[src/rtl/fip_pkg.sv]
// Shared constants and op encoding for the Q16.16 fixed-point arithmetic unit.
package fip_pkg;

    localparam int FIP_WIDTH     = 32;
    localparam int FIP_INT_SHIFT = 16;

    localparam logic [31:0] FIP_ONE = 32'h0001_0000;
    localparam logic [31:0] FIP_MAX = 32'h7FFF_FFFF;
    localparam logic [31:0] FIP_MIN = 32'h8000_0000;

    typedef enum logic [1:0] {
        FIP_ADD  = 2'b00,
        FIP_SUB  = 2'b01,
        FIP_MUL  = 2'b10,
        FIP_RSVD = 2'b11
    } fip_op_e;

endpackage

[src/rtl/fip_32_mul_core.sv]
// Combinational signed fixed-point multiply: full product, binary-point shift
// (truncation toward -inf) and overflow detection on the discarded high bits.
module fip_32_mul_core #(
    parameter int WIDTH     = 32,
    parameter int INT_SHIFT = 16
) (
    input  logic [WIDTH-1:0] x,
    input  logic [WIDTH-1:0] y,
    output logic [WIDTH-1:0] result,
    output logic             overflow
);

    logic signed [2*WIDTH-1:0] prod;
    logic signed [2*WIDTH-1:0] hi;

    always_comb begin
        prod     = $signed(x) * $signed(y);
        result   = prod[WIDTH-1+INT_SHIFT:INT_SHIFT];
        // Fits iff every bit from the result sign upward is a sign copy.
        hi       = prod >>> (WIDTH - 1 + INT_SHIFT);
        overflow = (hi != '0) && (hi != '1);
    end

endmodule

[src/rtl/fip_32_alu.sv]
// Registered Q16.16 add/sub/mult unit with signed overflow flag, 1-cycle latency.
// Optional saturation on overflow when FIP_SATURATE_EN is defined.
module fip_32_alu
    import fip_pkg::*;
#(
    parameter int WIDTH     = FIP_WIDTH,
    parameter int INT_SHIFT = FIP_INT_SHIFT
) (
    input  logic             clk,
    input  logic             reset,
    input  logic             in_valid,
    input  logic [1:0]       op,
    input  logic [WIDTH-1:0] x,
    input  logic [WIDTH-1:0] y,
    output logic             out_valid,
    output logic [WIDTH-1:0] result,
    output logic             overflow
);

    logic [WIDTH:0]   sum;
    logic [WIDTH:0]   diff;
    logic [WIDTH-1:0] mul_res;
    logic             mul_ovf;
    logic [WIDTH-1:0] res_c;
    logic             ovf_c;
`ifdef FIP_SATURATE_EN
    logic             sat_neg;
`endif

    fip_32_mul_core #(
        .WIDTH    (WIDTH),
        .INT_SHIFT(INT_SHIFT)
    ) u_mul (
        .x       (x),
        .y       (y),
        .result  (mul_res),
        .overflow(mul_ovf)
    );

    always_comb begin
        sum   = {x[WIDTH-1], x} + {y[WIDTH-1], y};
        diff  = {x[WIDTH-1], x} - {y[WIDTH-1], y};
        res_c = '0;
        ovf_c = 1'b0;
        // With sign-extended operands, overflow shows as the top two bits disagreeing.
        case (fip_op_e'(op))
            FIP_ADD: begin
                res_c = sum[WIDTH-1:0];
                ovf_c = sum[WIDTH] ^ sum[WIDTH-1];
            end
            FIP_SUB: begin
                res_c = diff[WIDTH-1:0];
                ovf_c = diff[WIDTH] ^ diff[WIDTH-1];
            end
            FIP_MUL: begin
                res_c = mul_res;
                ovf_c = mul_ovf;
            end
            default: begin
                res_c = '0;
                ovf_c = 1'b0;
            end
        endcase
`ifdef FIP_SATURATE_EN
        sat_neg = (fip_op_e'(op) == FIP_MUL) ? (x[WIDTH-1] ^ y[WIDTH-1]) : x[WIDTH-1];
        if (ovf_c) begin
            res_c = sat_neg ? {1'b1, {(WIDTH-1){1'b0}}} : {1'b0, {(WIDTH-1){1'b1}}};
        end
`endif
    end

    always_ff @(posedge clk or posedge reset) begin
        if (reset) begin
            out_valid <= 1'b0;
            result    <= '0;
            overflow  <= 1'b0;
        end else begin
            out_valid <= in_valid;
            if (in_valid) begin
                result   <= res_c;
                overflow <= ovf_c;
            end
        end
    end

endmodule

[config.mk]
export PLATFORM = sky130hd
export DESIGN_NAME = fip_32_alu
export DESIGN_NICKNAME = d
export VERILOG_FILES = /design/src/rtl/fip_pkg.sv /design/src/rtl/fip_32_mul_core.sv /design/src/rtl/fip_32_alu.sv
export SDC_FILE = /design/constraint.sdc
export NUM_CORES = 2
export LEC_CHECK = 0
export ABC_CLOCK_PERIOD_IN_PS = 1150
export BUFFER_PORTS_ARGS = -buffer_cell sky130_fd_sc_hd__buf_2
export CAP_MARGIN = 20
export CORE_UTILIZATION = 30
export CTS_CLUSTER_SIZE = 12
export DETAILED_ROUTE_END_ITERATION = 7
export SLEW_MARGIN = 20
export SYNTH_ARGS = -nofsm -noshare
export SYNTH_HDL_FRONTEND = slang
export SYNTH_SLANG_ARGS = --single-unit
[constraint.sdc]
create_clock -name clk -period 1.15 [get_ports clk]
set_clock_uncertainty 0.1 [all_clocks]
set_input_delay 0.2875 -clock clk [delete_from_list [all_inputs] [get_ports clk]]
set_output_delay 0.2875 -clock clk [all_outputs]
set_load 0.1 [all_outputs]
==> qor.yml <==
crit_buf_inv: 13
whs_path_depth: 1
placed_cells: 6813
min_path_type: "input pin to flop"
syn-cell-area_um2: 40400
setup.worst_path.start_class: "input pin"
period_needed_ns: 8.11
drt_iter0_markers: 1822
slowest_stage: "fa_2"
num_vias: 32483
ys_types: 81
reg2reg_depth: 5
synth_compound_area_frac: 0.0670
antenna_left: 0
tightest_slew_ns: 0.548
ys_seq_area_frac: 0.0211
layout_commonest_cell: "fa_1"
finalMaxSlewViolations: 0
status: "complete, but fails checks"
ios: 103
cp_data_arrival_time_ns: 8.17
critPathTopFamily: "adder cells"
avgSynthCellArea_um2: 9.10
wl_per_cell_um: 19.4
initial_core_util: 0.302
synth_top_family_by_area: "adder cells"
synthAdderAreaFrac: 0.612
fin_crit_sh: 7.05
fillCellCount: 13264
r2r_setup_slack_ns: -0.11
min_from: "in_valid"
cts_tree: "built"
muxShareOfSynthArea: 0.00331
cpMostUsedCell: "fa_1"
synth-main-ff-cell: "dfrtp_1"
fmax_mhz: 123
fin_cells: 6890
ys_warn_count: 0
grt_max_degree: 35
place.gp.congestion: 0.929
drt_wl_total_mm: 133
clkSinkCount: 34
cp-end-kind: "flop"
critPathMaxFanout: 9
finalHoldViolations: 0
clockRootBuffer: "clkbuf_16"
hold_end: "out_valid"
clkSlewWorstSetupHoldPaths_ns: 0.05
cap_violations: 0
port_buffers: 102
setup_ws_ns: -6.96
synth_edf_count: 0
synthCells: 4443
dp_hpwl_mm: 114
antenna_found_initial: 6
syn-num-nets: 5840
r2r_start: "overflow"
rows: 134
grt_pass1_wl_mm: 211
syn_to_final_growth_pct: 29.4
r2r-end: "overflow"
max_stage_delay_ns: 0.58
grt_pass1_vias: 36756
clock_latency_ns: 0.28
violations: "design-rule violations, negative setup slack"
drive_above_1_share: 0.253
setup_viol: 67
async_flop_share: 1.00
grt.total_usage: 0.200
htree_levels: 2
rsz0062_at_grt: "true"
grt_overflow: 0
critPathRequiredTime_ns: 1.21
die_h_um: 369
numCtsBuffers: 5
drc_errors: 16
crit_type: "input pin to flop"
dr.pass1.iters: 7
coreArea_um2: 134000
ys_seq_elements: 34
cts_buffer_depth: 2
avgViaCountPerCell: 4.71
synthXorXnorAreaFrac: 0.0189
final_nets: 6517
synth-simple-area-share: 0.163
slew_headroom: 0.625
layout_common_cells: "fa_1 (1023), inv_1 (970), buf_4 (679)"
die_w_um: 369
die-area_um2: 136000
-- what timing repair did --
action                                  in CTS  in global routing
hold buffers                                 1                  0
hold endpoints to repair                    34                  0
pin swaps                                  159                131
endpoints found under the setup margin      67                 67
setup buffers                               35                 26
gates resized for setup                    269                180
gates cloned                                 5                  8
-- how the worst max path moves through the flow --
stage          start        to  slack (ns)  cells after the start
5_1_grt        x[31]  overflow       -7.33                     34
2_1_floorplan  x[31]  overflow       -7.26                     32
4_1_cts        x[31]  overflow       -6.98                     34
3_3_place_gp    y[8]  overflow       -7.52                     25
6_report       x[31]  overflow       -6.96                     36
3_5_place_dp    y[8]  overflow       -7.55                     25
-- worst reg2reg max path, stage by stage (launching register included) --
cell and delay [ns]:
dfrtp_1 0.38, nor2b_1 0.15, a41oi_1 0.18, o31ai_1 0.11
a21oi_1 0.13, a31oi_1 0.09
-- synthesized netlist by cell type, drive strengths merged (5+ instances only) --
master,instances,area [um2]
a211o,5,43.8
a211oi,9,72.6
a21boi,7,52.6
a21o,45,338
a21oi,162,833
a2bb2oi,8,70.1
a31oi,20,125
and2,494,3090
and3,12,75.1
buf,10,45.0
clkbuf,223,838
dfrtp,34,851
fa,1083,21700
ha,245,3070
inv,1000,3750
mux2i,10,100
nand2,497,1870
nand2b,20,125
nand3,17,85.1
nand4,15,93.8
nand4b,5,43.8
nor2,189,709
nor2b,15,93.8
nor3,20,100
nor4,9,56.3
o211ai,15,123
o21a,10,75.1
o21ai,69,345
o21bai,13,97.6
o31ai,11,92.6
or2,10,62.6
or3,7,43.8
xnor2,62,543
xor2,25,219
-- state kept, by name, indices dropped and copies added, names as in the netlist --
register   count
out_valid      1
overflow       1
result        32
-- logic make-up after synthesis --
family / after synthesis
DFF: 34
adders and majority gates: 1328
muxes: 13
AOI/OAI and AO/OA: 420
xor gates and xnor gates: 87
buffers and inverters: 1236
and+or+nand+nor: 1325
-- layer usage --
layer  GRT usage  part of all wire  up-vias
met5           0           0.00035        -
met4      0.0588             0.035        6
met3      0.0266             0.050      226
met2       0.350              0.49      810
met1       0.256              0.42    16996
li1            -                 -    14445
-- layout make-up --
class	instances	area, um2	area share
antenna	2	5.00	0.0000957
clock buffer	7	133	0.00254
inverter	1003	3780	0.0723
multi-input combinational	3173	36700	0.702
sequential	34	892	0.0171
tap	1768	2210	0.0423
timing repair buffer	903	8580	0.164
-- through the flow --
stage / hold slack (ns) / setup slack [ns] / instance area, um2 / TNS, ns / util
3_3_place_gp: 0.247 / -7.52 / 49500 / -206.42 / 0.370
4_1_cts: 0.0602 / -6.98 / 51200 / -192.77 / 0.383
2_1_floorplan: 0.219 / -7.26 / 41500 / -172.16 / -
3_5_place_dp: 0.250 / -7.55 / 49500 / -208.13 / 0.370
5_1_grt: 0.0632 / -7.33 / 52300 / -200.83 / 0.391
6_report: 0.0667 / -6.96 / 52300 / -193.75 / 0.391
Power is not shown: default switching activity piles up to over one toggle a cycle in this logic, so the estimate is an artifact.
